[config.mk]
export PLATFORM = sky130hd
export DESIGN_NAME = switch_debounce
export DESIGN_NICKNAME = d
export VERILOG_FILES = /design/src/rtl/switch_debounce.sv
export SDC_FILE = /design/constraint.sdc
export NUM_CORES = 1
export LEC_CHECK = 0
export BUFFER_PORTS_ARGS = -buffer_cell sky130_fd_sc_hd__buf_2
export CAP_MARGIN = 30
export CORE_UTILIZATION = 39
export CTS_BUF_LIST = sky130_fd_sc_hd__clkbuf_8
export DETAILED_ROUTE_END_ITERATION = 16
export PLACE_DENSITY = 0.63
export SYNTH_ARGS = -nofsm -noshare
export SYNTH_HDL_FRONTEND = slang
export SYNTH_SLANG_ARGS = --single-unit
export TNS_END_PERCENT = 5
[constraint.sdc]
create_clock -name sys_clk_in -period 4.7 [get_ports sys_clk_in]
set_clock_uncertainty 0.2 [all_clocks]
set_input_delay 0.235 -clock sys_clk_in [delete_from_list [all_inputs] [get_ports sys_clk_in]]
set_output_delay 0.235 -clock sys_clk_in [all_outputs]
set_load 0.005 [all_outputs]
[src/rtl/switch_debounce.sv]
// ---------------------------------------------------------------------------
// switch_debounce
//
// Debounces a group of mechanical switch inputs (slide switches or a DIP
// bank). Each bit is brought into the sys_clk_in domain through two flops.
// A change is accepted only after the synchronized level has differed from
// the debounced level for DEBOUNCE_CYCLES consecutive cycles. Accepted
// changes produce one-cycle edge strobes, bump an 8-bit change counter and
// set a sticky event flag that software clears with event_ack.
//
// Ports
//   sys_clk_in     in   1      system clock, rising-edge active
//   sys_rst_n      in   1      asynchronous active-low reset
//   raw_in         in   WIDTH  asynchronous switch levels from the pins
//   clean_out      out  WIDTH  debounced levels
//   rise_pulse     out  WIDTH  one-cycle strobe per bit on accepted 0->1
//   fall_pulse     out  WIDTH  one-cycle strobe per bit on accepted 1->0
//   change_pulse   out  1      OR of all rise/fall strobes
//   change_cnt     out  8      number of cycles with change_pulse high (wraps)
//   event_pending  out  1      sticky flag, set by any accepted change
//   event_ack      in   1      synchronous clear request for event_pending
//
// Parameters
//   WIDTH            number of switch bits (default 5)
//   DEBOUNCE_CYCLES  stable cycles required to accept a change, 1..2^24-1
//                    (default 1000000 = 10 ms at 100 MHz)
// ---------------------------------------------------------------------------
module switch_debounce #(
    parameter int WIDTH           = 5,
    parameter int DEBOUNCE_CYCLES = 1000000
) (
    input  logic             sys_clk_in,
    input  logic             sys_rst_n,
    input  logic [WIDTH-1:0] raw_in,
    output logic [WIDTH-1:0] clean_out,
    output logic [WIDTH-1:0] rise_pulse,
    output logic [WIDTH-1:0] fall_pulse,
    output logic             change_pulse,
    output logic [7:0]       change_cnt,
    output logic             event_pending,
    input  logic             event_ack
);

    // Terminal count of the per-bit stability counter. The counter sits at
    // TC on the edge where the change is accepted, so a held difference is
    // accepted after exactly DEBOUNCE_CYCLES cycles of disagreement.
    localparam logic [23:0] TC = 24'(DEBOUNCE_CYCLES - 1);

    logic [WIDTH-1:0] r_sync1;
    logic [WIDTH-1:0] r_sync2;
    logic [WIDTH-1:0] r_clean;
    logic [WIDTH-1:0] r_rise;
    logic [WIDTH-1:0] r_fall;
    logic             r_change;
    logic [7:0]       r_change_cnt;
    logic             r_event_pending;

    logic [WIDTH-1:0] w_diff;
    logic [WIDTH-1:0] w_accept;

    // -----------------------------------------------------------------------
    // Two-flop synchronizer; the only logic that touches raw_in.
    // -----------------------------------------------------------------------
    always_ff @(posedge sys_clk_in or negedge sys_rst_n) begin
        if (!sys_rst_n) begin
            r_sync1 <= '0;
            r_sync2 <= '0;
        end else begin
            r_sync1 <= raw_in;
            r_sync2 <= r_sync1;
        end
    end

    assign w_diff = r_sync2 ^ r_clean;

    // -----------------------------------------------------------------------
    // Per-bit stability counters. A bit that agrees with its debounced level
    // holds its counter at zero, so any glitch that returns before
    // acceptance throws the partial count away and a later difference
    // starts again from zero.
    // -----------------------------------------------------------------------
    for (genvar g = 0; g < WIDTH; g++) begin : g_bit
        logic [23:0] r_stab;

        assign w_accept[g] = w_diff[g] && (r_stab == TC);

        always_ff @(posedge sys_clk_in or negedge sys_rst_n) begin
            if (!sys_rst_n) begin
                r_stab <= '0;
            end else if (!w_diff[g] || w_accept[g]) begin
                r_stab <= '0;
            end else begin
                r_stab <= r_stab + 24'd1;
            end
        end
    end

    // -----------------------------------------------------------------------
    // Debounced level and edge strobes. The strobes are registered on the
    // same edge that updates r_clean, so they line up with the first cycle
    // in which clean_out shows the new value.
    // -----------------------------------------------------------------------
    always_ff @(posedge sys_clk_in or negedge sys_rst_n) begin
        if (!sys_rst_n) begin
            r_clean  <= '0;
            r_rise   <= '0;
            r_fall   <= '0;
            r_change <= 1'b0;
        end else begin
            r_clean  <= r_clean ^ w_accept;
            r_rise   <= w_accept & r_sync2;
            r_fall   <= w_accept & ~r_sync2;
            r_change <= |w_accept;
        end
    end

    // -----------------------------------------------------------------------
    // Change counter and sticky event flag, both driven by the registered
    // change strobe. A change in the same cycle as an acknowledge keeps the
    // flag set so that no event is lost.
    // -----------------------------------------------------------------------
    always_ff @(posedge sys_clk_in or negedge sys_rst_n) begin
        if (!sys_rst_n) begin
            r_change_cnt    <= '0;
            r_event_pending <= 1'b0;
        end else begin
            if (r_change) begin
                r_change_cnt <= r_change_cnt + 8'd1;
            end
            r_event_pending <= r_change | (r_event_pending & ~event_ack);
        end
    end

    assign clean_out     = r_clean;
    assign rise_pulse    = r_rise;
    assign fall_pulse    = r_fall;
    assign change_pulse  = r_change;
    assign change_cnt    = r_change_cnt;
    assign event_pending = r_event_pending;

endmodule

# Word-level counts from Yosys, hierarchy flattened

Cells that the tools add are included.

Register bits: 155
Output and inout bits: 25

Bitwise gates (word level): 8
Add/sub/neg operators: 6
Reductions and logical operators: 16
Equality and inequality tests: 5
Multiplexer cells: 5

Operator list:

| cell                  | number |
|---|---|
| $add 24x1->24 const B | 5 |
| $eq 24x20->1 const B  | 5 |
| $mux 24               | 5 |
| $and 5x5->5           | 2 |
| $xor 5x5->5           | 2 |
| $add 8x1->8 const B   | 1 |
| $logic_and 1x1->1     | 5 |
| $logic_not 1->1       | 5 |
| $logic_or 1x1->1      | 5 |
| $not 5->5             | 1 |
| $reduce_or 5->1       | 1 |
| $and 1x1->1           | 1 |
| $not 1->1             | 1 |
| $or 1x1->1            | 1 |

# Depth between registers and ports, before layout

Gate-level depths: netlist (run 1).

Depth in word-level cells: 4
Mapped depth: 7
Depth with buffers taken out: 6

# Worst setup path after synthesis (run 1)

No wires, ideal clock.

Path kind: flip-flop to flip-flop
Start: register g_bit[0].r_stab[8]
End: register with a tool-made name
Data required time: 4.375 ns
Stages on the path, launching flop included: 5
Path buffers: 0
Data arrival time: 2.137 ns
Setup time: 0.125 ns
Setup slack: 2.238 ns
Cells stage by stage: dfrtp_1 -> or4_1 -> or4_4 -> or3_4 -> mux2_4

RTL lines:

| item                   | line | text |
|---|---|---|
| start, declared        | 83   | `logic [23:0] r_stab;` |
| start signal, assigned | 93   | `r_stab <= r_stab + 24'd1;` |

# Worst setup path after layout (run 1)

Start: register g_bit[0].r_stab[8]
End: register g_bit[0].r_stab[18]

Word-level cells in the longest chain between the ends: 4
Elaborated cells between the ends (all ways): 5
Those cells by class: 1 x add/sub; 1 x eq/ne; 1 x mux; 2 x reduce/logical

RTL lines:

| item                                                                  | line | text |
|---|---|---|
| parallel branches: the longest is 3 deep, another holds $add 24x1->24 | --   |  |
| $mux 24 *                                                             | 90   | `end else if (!w_diff[g] \|\| w_accept[g]) begin` |

Mark *: on every way between the ends.
A chain may end at the register's enable or synchronous reset.

==> metrics.md, run 1 <==
| Metric | Value |
|---|---|
| CP required | 4.83 ns |
| Minimum clock period | 2.57 ns |
| DP HPWL | 8530 µm |
| Post-route cell area | 7910 µm² |
| Row count | 48 |
| Worst R2R Path Depth | 5 |
| Largest family of logic cells by synthesized area | simple AND/OR/NAND/NOR gates |
| Vias | roughly 4800 |
| CTS tree | yes |
| Final Hold Viols | 0 |
| Share of layout cells above drive strength 1 | 10.1% |
| Ys flop type | dfrtp_1 |
| Sequential cell area fraction in the yosys report | 54.6% |
| Clock Path Buffers | 2 |
| Ant diodes | 0 |
| Status | finished, final reports clean |
| Clock share of power | 39.0% |
| Clk_lat worst skew | 0.46 ns |
| Multi-input logic area | 3110 µm² |
| DR pass1 iterations | 5 |
| Layout area overhead | 11.4% |
| Register area | roughly 3900 µm² |
| Cells after Synth | 690 |
| Nets | around 750 |
| Max Freq | 389 MHz |
| Synthesized cell area | 7100 µm² |
| Final period utilization | 54.8% |
| Synth Area in Compound Gates | less than 1% |
| Number of H-tree levels | 4 |
| Post-synth EDFFs | 0 |
| Unrepaired setup endpoints after global routing | no |
| Slew Limit Fails | 0 |
| Psw | 562 µW |
| Total track usage | 15.5% |
| Rel. slew slack | 34.3% |
| Final WL | 13000 µm |
| # Post-CTS Setup Buffers | 0 |
| Die width | 137 µm |
| Antenna violations before repair | 0 |
| CTS Buf Count | 17 |
| Hold Path Cell Cnt | 0 |
| YS warnings | 0 |
| # IOs | 33 |
| Routability cong. | 0.795 |
| Crit path launch type | register |
| Vias in the first global route | 4643 |
| Lkg Pwr | 0.00348 µW |
| Xor/xnor share of the synthesized area | 15.1% |
| IO buf count | 32 |
| Post-CTS sizing | 0 |
| Async SR Flop Fraction | 100% |
| Clock Pin Slew Worst Setup and Hold Paths | 0.08 ns |
| Post-synth top area cell | dfrtp_1 |
| Cell Area, Placed | 7490 µm² |
| Final setup TNS | 0 ns |
| Seq cells post-synth | 155 |
| Most common cell in the synthesized netlist | dfrtp_1 |
| Post-route DRC | 0 |
| Max-cap viol count | 0 |
| DR vias/cell | between 4 and 5 |
| PwrDens | around 300 nW/µm² |
| Post-CTS Hold Buffers | 7 |
| Initial core utilization | 40.5% |
| Commonest cells in the netlist | 155 x dfrtp_1, 142 x nor2_1, 69 x xor2_1 |
| Worst hold path class | register to register |
| Simple-Gate Fraction of Synth Area | 26.5% |
| Least-Margin Pin Slew | 0.976 ns |
| CP endpoint kind | register |
| Power share of the sequential group | 57.9% |
| WP data arrival | around 2.7 ns |
| Peak supply drop | 0.000179 V |
| Die area | 18700 µm² |
| # clock sinks | about 160 |
| Syn nets | 704 |
| Chip height | 137 µm |
| Top cell type's share of synthesized area | 54.6% |
| Mux cell area share after synthesis | 0.846% |
| Core area | 17500 µm² |
| Switching power share of the total | 23.9% |
| Combinational Power Share | 3.1% |
| Setup CP Type | register to register |
| First-pass GRT wire length | 22400 µm |
| Tightest hold margin | 0.153 ns |
| Synth unique cells | 34 |
| Pint | 1790 µW |
| Gr ovfl total | 0 |
| DR WL/cell | ~13 µm |
| Mapped Avg Cell Area | 10.3 µm² |
| Number of DRC markers in iteration 0 | 242 |
| Synth area leaders | dfrtp_1 55%, xor2_1 8.5%, nor2_1 7.5% |
| Final antenna-violating net count | 0 |
| FILL cells | between 1500 and 2000 |
| Final setup violation count | 0 |
| Adder-cell share of the synthesized area | 1.06% |
| Largest net degree at the start of global routing | 80 |
| Clock Tree Root | clkbuf_8 |
| Largest fanout on the critical path | 23 |
==> logic make-up (layout without fill, tap and decap cells) <==
kind of cell             count (synthesis)  after routing
buffers and inverters                   24             79
flip-flops                             155            155
XOR/XNOR                               122            122
AND/OR/NAND/NOR                        375            375
AO/OA/AOI/OAI                            3              3
adder cells (fa/ha/maj)                  6              6
multiplexers                             5              5
==> layer usage <==
layer	share of wire, %	track usage, %	up-vias	routed length, µm
met5	0	0	-	0
met1	50	20.7	2347	6550
li1	-	-	2433	-
met2	45	23.8	51	5850
met4	1.3	5.74	0	166
met3	3.3	4.30	14	431
==> final cells by class <==
class | instances | share of cell area [%]
clock buffers | 18 | 3.13
clock inverters | 12 | 1.30
inverters | 8 | 0.380
multi-input cells | 511 | 39.4
flip-flops and latches | 155 | 49.1
well taps | 225 | 3.56
repair buffers | 41 | 3.18
==> power by group through the flow <==
stage,clock network (µW),logic [µW],registers (µW)
global route,1010,86.1,1360
CTS,951,77.3,1360
finish,917,73.5,1360
detailed placement,0,72.3,1390
global placement,0,71.3,1390
floorplan,0,34.4,1380
==> path summary, 6_finish.rpt <==
check | end | slack, ns | startpoint
worst max-delay path | g_bit[0].r_stab[18] | 2.13 | g_bit[0].r_stab[8]
max in group asynchronous | g_bit[3].r_stab[10] | 3.05 | sys_rst_n
worst max register to register | g_bit[0].r_stab[18] | 2.13 | g_bit[0].r_stab[8]
min in group asynchronous | change_cnt[7] | 0.17 | sys_rst_n
worst min register to register | r_sync2[0] | 0.15 | r_sync1[0]
worst min-delay path | r_sync2[0] | 0.15 | r_sync1[0]
==> layout by cell type (no fill, tap or decap), drive strengths merged, types with 3 or more instances in the layout <==
cell type,n
nor4,13
buf,34
ha,6
dfrtp,155
nand3,42
nand2,51
and3,19
dlygate4sd3,7
mux2,5
inv,10
or4,5
xnor2,53
nor3,17
clkbuf,18
clkinvlp,3
xor2,69
clkinv,6
or3,4
nand4,39
nor3b,11
or2,3
nor2,142
and2,4
and4,14
nor4b,6
==> registers in the layout, indices dropped and copies added, names as in the netlist, named ones only <==
signal	count
change_cnt	8
fall_pulse	5
change_pulse	1
rise_pulse	5
event_pending	1
r_sync2	5
g_bit.r_stab	120
r_sync1	5
==> worst max-delay path, stage by stage (launching register included) <==
cell and delay (ns):
dfrtp_1 0.41, or4_1 0.54, or4_4 0.53, or3_4 0.45
nand2_4 0.23, nor2_1 0.09
==> metrics by stage <==
step	power (µW)	utilization [%]	instances	setup WS, ns
floorplan	1420	-	690	2.24
global placement	1460	42.7	933	2.15
detailed placement	1460	42.7	933	2.13
CTS	2390	45.1	970	2.11
global route	2460	45.1	970	1.94
finish	2350	45.1	970	2.13
(Power assumes the default switching activity.)
==> run 2, diff against run 1 <==
clock period = 2.5 ns   (was 4.7 ns; I/O delays follow)
==> run 2 against run 1 <==
First-iteration DRC count shrank 21%. Critical path type unchanged. Register-to-register slack got worse by 2.1 ns. Total power up 98%. Fmax increased by 4.2%. Combinational power is 110% higher. Clock power up 110%. Core utilization rose by 1.3 points. Setup slack worse by 2.1 ns. Cell count grew 2.0%. Hold slack worse by 0.12 ns.
==> metrics.md, run 2 (synthesis gave the netlist of run 1 again) <==
| Metric | Value |
|---|---|
| Status | finished, final reports clean |
| Worst R2R Path Depth | 4 (-1) |
| Antenna violations before repair | 0 (unchanged) |
| Layout area overhead | 14.6% |
| # IOs | 33 (unchanged) |
| Clk_lat worst skew | 0.45 ns (about the same) |
| Gr ovfl total | 0 (unchanged) |
| Die area | 18700 µm² (unchanged) |
| Share of layout cells above drive strength 1 | 12.3% (+2.2 points) |
| FILL cells | 1672 (-1.8%) |
| CP cell instances | or4_1, or4_4, or3_4, mux2_4 |
| # clock sinks | 155 (unchanged) |
| Unrepaired setup endpoints after global routing | yes |
| Post-route DRC | 0 (unchanged) |
| DR WL/cell | 13.4 µm (about the same) |
| Row count | 48 (unchanged) |
| CP required | 2.64 ns (-2.19 ns) |
| IO buf count | 32 (unchanged) |
| Routability cong. | 0.780 (-1.9%) |
| Largest net degree at the start of global routing | 65 (-19%) |
| Max Freq | 405 MHz (+4.2%) |
| CP endpoint kind | register |
| First-pass GRT wire length | 22900 µm (+2.4%) |
| Lkg Pwr | 0.00362 µW (+4.0%) |
| CP bufs+invs | 0 (unchanged) |
| Peak supply drop | 0.000374 V (+110%) |
| Chip height | 137 µm (unchanged) |
| Clock Path Buffers | 2 (unchanged) |
| Multi-input logic area | 3120 µm² (+0.28%) |
| Ant diodes | 0 (unchanged) |
| Number of flip-flops under the largest register name | 120 (unchanged) |
| Critical Path Start | g_bit[0].r_stab[8] |
| Least-Margin Pin Slew | 0.600 ns (-0.376 ns) |
| CP max stage delay | 0.52 ns (-0.02 ns) |
| Worst hold path class | input pin to asynchronous set/reset pin |
| Final setup violation count | 0 (unchanged) |
| R2r startpoint | g_bit[0].r_stab[8] |
| Number of H-tree levels | 4 (unchanged) |
| Slowest cell on the critical path | or4_1 |
| Reg2Reg Setup Slack | 0.03 ns (-2.10 ns) |
| Final setup TNS | 0 ns (unchanged) |
| DR pass1 iterations | 4 (-1) |
| Die width | 137 µm (unchanged) |
| Tightest hold margin | 0.0284 ns (-0.125 ns) |
| PwrDens | 573 nW/µm² (+93%) |
| Largest fanout on the critical path | 5 (-78%) |
| Minimum clock period | 2.47 ns (-0.104 ns) |
| Commonest non-fill, non-tap cell in the layout | dfrtp_1 |
| Register area | 3880 µm² (unchanged) |
| Core area | 17500 µm² (unchanged) |
| Crit path launch type | register |
| Clock Pin Slew Worst Setup and Hold Paths | 0.08 ns (about the same) |
| Critical Path Stages | 4 (-1) |
| WP data arrival | 2.61 ns (-0.10 ns) |
| Final WL | 13200 µm (+1.9%) |
| Vias | 4872 (+0.56%) |
| Final period utilization | 98.8% (+44 points) |
| DR vias/cell | 4.93 (-1.4%) |
| Final Hold Viols | 0 (unchanged) |
| Max-cap viol count | 0 (unchanged) |
| Vias in the first global route | 4775 (+2.8%) |
| Family with the most delay on the worst path | simple AND/OR/NAND/NOR gates |
| Slew Limit Fails | 0 (unchanged) |
| Rel. slew slack | 60.0% (+26 points) |
| Final antenna-violating net count | 0 (unchanged) |
| Largest register by flop count | g_bit.r_stab |
| Setup CP Type | register to register |
| CTS Buf Count | 17 (unchanged) |
| Number of DRC markers in iteration 0 | 190 (-21%) |
| Initial core utilization | 40.5% (unchanged) |
| Most frequent cells in the layout | 155 x dfrtp_1, 142 x nor2_1, 69 x xor2_1 |
| DP HPWL | 8770 µm (+2.8%) |
| CTS tree | yes |
| Nets | 766 (+2.4%) |
| Total track usage | 15.8% (+0.37 points) |
| Clock Tree Root | clkbuf_8 |
## run 2: per-stage QoR
stage | area (µm²) | utilization (%) | worst slack (ns) | total power [µW] | std cells
2_1_floorplan | 7100 | - | 0.0375 | 2670 | 690
3_3_place_gp | 7650 | 43.6 | 0.0207 | 2760 | 951
3_5_place_dp | 7650 | 43.6 | -0.0149 | 2760 | 951
4_1_cts | 8130 | 46.4 | 0.00415 | 4750 | 989
5_1_grt | 8130 | 46.4 | -0.00316 | 4880 | 989
6_report | 8130 | 46.4 | 0.0302 | 4660 | 989
## run 2: what timing repair did
action                                  CTS  global route
gates resized for setup                   1             0
buffers inserted                          0             0
hold buffers                              7             0
pin swaps                                 0             1
endpoints found under the setup margin   20             1
endpoints found under the hold margin   161             0
## run 2: worst reg2reg max path: stages, from the launching register on
cell and delay, ns:
dfrtp_1 0.38, or4_1 0.52, or4_4 0.52, or3_4 0.44
mux2_4 0.31
## run 2: worst min path at each step
stage | start | endpoint | slack, ns | depth (start not counted)
final | sys_rst_n | change_cnt[7] | 0.03 | 2
after global routing | sys_rst_n | change_cnt[7] | 0.06 | 2
after CTS | sys_rst_n | change_cnt[7] | 0.03 | 2
after detailed placement | sys_rst_n | change_cnt[7] | -0.04 | 1
after global placement | sys_rst_n | change_cnt[7] | -0.04 | 1
after floorplan | sys_rst_n | asynchronous set/reset pin | -0.37 | 0
## run 2: layer usage
metal  up-vias  GRT usage, %  part of all wire (%)
met2        58          24.8                    45
met1      2335          21.2                    51
li1       2473             -                     -
met5         -             0                     0
met4         0          4.95                  0.73
met3         6          4.52                   3.2
## run 2: where the power goes
| part | switching [µW] | leakage (µW) | internal (µW) | total (µW) |
|---|---|---|---|---|
| Combinational | 104 | 0.00128 | 51.8 | 156 |
| Clock | 917 | 0.000213 | 1030 | 1950 |
| Sequential | 26.1 | 0.00213 | 2530 | 2560 |
| Total | 1050 | 0.00362 | 3610 | 4660 |
## run 2: layout make-up
class                           count  share of cell area [%]
Clock buffer                       19                    3.21
Clock inverter                     12                    1.82
Inverter                            8                   0.369
Multi-Input combinational cell    511                    38.4
Sequential cell                   155                    47.7
Tap cell                          225                    3.46
Timing Repair Buffer               59                    5.06
==> run 3, diff against run 2 <==
CORE_MARGIN = 1.5   (was unset)
REMOVE_ABC_BUFFERS = 1   (was unset)
==> run 3 against run 2 <==
Cell count grew 0.51%. Sequential cell count did not move. First-iteration DRC count is 74% higher. Clock-buffer cell count grew 2. Register-to-register slack is essentially flat. Fmax is 0.49% higher. Hold slack better by 0.076 ns. Non-clock buffer count increased by 1.
==> metrics.md, run 3 (synthesis gave the netlist of run 1 again) <==
| Metric | Value |
|---|---|
| Final period utilization | 98.3% (-0.48 points) |
| Final WL | 13000 µm (-1.9%) |
| Worst R2R Path Depth | 4 (unchanged) |
| Chip height | 138 µm (+0.73%) |
| Largest register by flop count | g_bit.r_stab |
| CTS Buf Count | 17 (unchanged) |
| Peak supply drop | 0.000421 V (+13%) |
| Cell Area, Placed | 7660 µm² (+0.13%) |
| Clock Pin Slew Worst Setup and Hold Paths | 0.09 ns (about the same) |
| Unrepaired setup endpoints after global routing | no |
| Vias | 4885 (+0.27%) |
| Total track usage | 15.1% (-0.68 points) |
| Status | finished, final reports clean |
| Setup slack after placement | -0.0197 ns (-0.00477 ns) |
| Rel. slew slack | 59.6% (-0.42 points) |
| Most frequent cells in the layout | 155 x dfrtp_1, 142 x nor2_1, 69 x xor2_1 |
| Crit path launch type | register |
| DP HPWL | 8770 µm (about the same) |
| Number of H-tree levels | 4 (unchanged) |
| Post-route DRC | 0 (unchanged) |
| Number of flip-flops under the largest register name | 120 (unchanged) |
| FILL cells | 1726 (+3.2%) |
| Die width | 138 µm (+0.73%) |
| Minimum clock period | 2.46 ns (-0.0119 ns) |
| Max Freq | 407 MHz (+0.49%) |
| # clock sinks | 155 (unchanged) |
| Initial core utilization | 39.6% (-0.83 points) |
| Setup CP Type | register to register |
| Min-Delay Startpoint | raw_in[4] |
| Nets | 767 (+0.13%) |
| Gr ovfl total | 0 (unchanged) |
| Vias in the first global route | 4778 (+0.063%) |
| First-pass GRT wire length | 22700 µm (-0.93%) |
| # IOs | 33 (unchanged) |
| Tightest hold margin | 0.104 ns (+0.0761 ns) |
| IO buf count | 32 (unchanged) |
| Layout area overhead | 14.7% |
| Worst hold path class | input pin to register |
| Die area | 19000 µm² (+1.5%) |
| Routability cong. | 0.771 (-1.2%) |
| Clk_lat worst skew | 0.45 ns (about the same) |
| Fin worst setup slack | 0.0421 ns (+0.0119 ns) |
| Largest fanout on the critical path | 5 (unchanged) |
| DR pass1 iterations | 4 (unchanged) |
| Hold EP | r_sync1[4] |
| Core area | 17900 µm² (+2.1%) |
| Final antenna-violating net count | 0 (unchanged) |
| R2r startpoint | g_bit[0].r_stab[8] |
| Hold Path Cell Cnt | 2 |
| Max-cap viol count | 0 (unchanged) |
| Share of layout cells above drive strength 1 | 12.3% (-0.016 points) |
| Final setup violation count | 0 (unchanged) |
| CTS tree | yes |
| CP required | 2.63 ns (about the same) |
| WP data arrival | 2.59 ns (-0.02 ns) |
| Final Hold Viols | 0 (unchanged) |
| Least-Margin Pin Slew | 0.601 ns (+0.000748 ns) |
| Ant diodes | 0 (unchanged) |
| Clock Tree Root | clkbuf_8 |
| Antenna violations before repair | 0 (unchanged) |
| Slew Limit Fails | 0 (unchanged) |
| Number of DRC markers in iteration 0 | 330 (+74%) |
| Row count | 49 (+2.1%) |
| DR WL/cell | 13.1 µm (-2.4%) |
| Reg2Reg Setup Slack | 0.04 ns (about the same) |
| Commonest non-fill, non-tap cell in the layout | dfrtp_1 |
| Lkg Pwr | 0.00360 µW (-0.53%) |
| Clock Path Buffers | 2 (unchanged) |
| PwrDens | 554 nW/µm² (-3.3%) |
| Largest net degree at the start of global routing | 66 (+1.5%) |
| CP endpoint kind | register |
| DR vias/cell | 4.91 (-0.24%) |
| Post-route cell area | 8140 µm² (+0.12%) |
[run 3: stage by stage]
stage                     instances  util [%]  total power (µW)  TNS [ns]
after detailed placement        954      42.8              2760   -0.0560
after global routing            994      45.5              4720         0
after global placement          954      42.8              2760         0
after floorplan                 674         -              2660         0
after CTS                       994      45.5              4580         0
final                           994      45.5              4510         0
[run 3: final cells by class]
type                            count  area, µm²  area share, %
Multi-Input combinational cell    511       3130           38.4
Clock buffer                       21        289           3.55
Timing Repair Buffer               60        437           5.36
Clock inverter                     10       93.8           1.15
Tap cell                          229        287           3.52
Inverter                            8       30.0          0.369
Sequential cell                   155       3880           47.6
[run 3: where the power goes]
group	leakage, µW	internal [µW]	switching (µW)
registers	0.00213	2530	26.3
logic	0.00129	52.8	102
clock network	0.000183	883	914
[run 3: how the worst max path moves through the flow]
stage	start	end	slack, ns
after detailed placement	g_bit[0].r_stab[8]	g_bit[0].r_stab[23]	-0.02
after CTS	g_bit[0].r_stab[8]	register	0.06
after floorplan	g_bit[0].r_stab[8]	register	0.04
final	g_bit[0].r_stab[8]	register	0.04
after global routing	g_bit[0].r_stab[8]	register	0.009
after global placement	g_bit[0].r_stab[8]	g_bit[0].r_stab[16]	0.01
[run 3: metal layers]
metal  routed length (µm)  track usage (%)
met5                    0                0
met4                  123             4.75
met3                  367             3.95
met2                 5890             23.9
met1                 6600             20.5
[run 3: critical path, cell delays in order (launching register included)]
cell and delay [ns]:
dfrtp_1 0.37, or4_1 0.53, or4_4 0.53, or3_4 0.41, mux2_4 0.31
[run 3: repair_timing]
item,in CTS,in global routing
hold endpoints to repair,161,0
hold buffers,9,0
endpoints found under the setup margin,18,1
gates resized for setup,1,1
pin swaps,1,0
cloned,0,0
buffers inserted,0,0
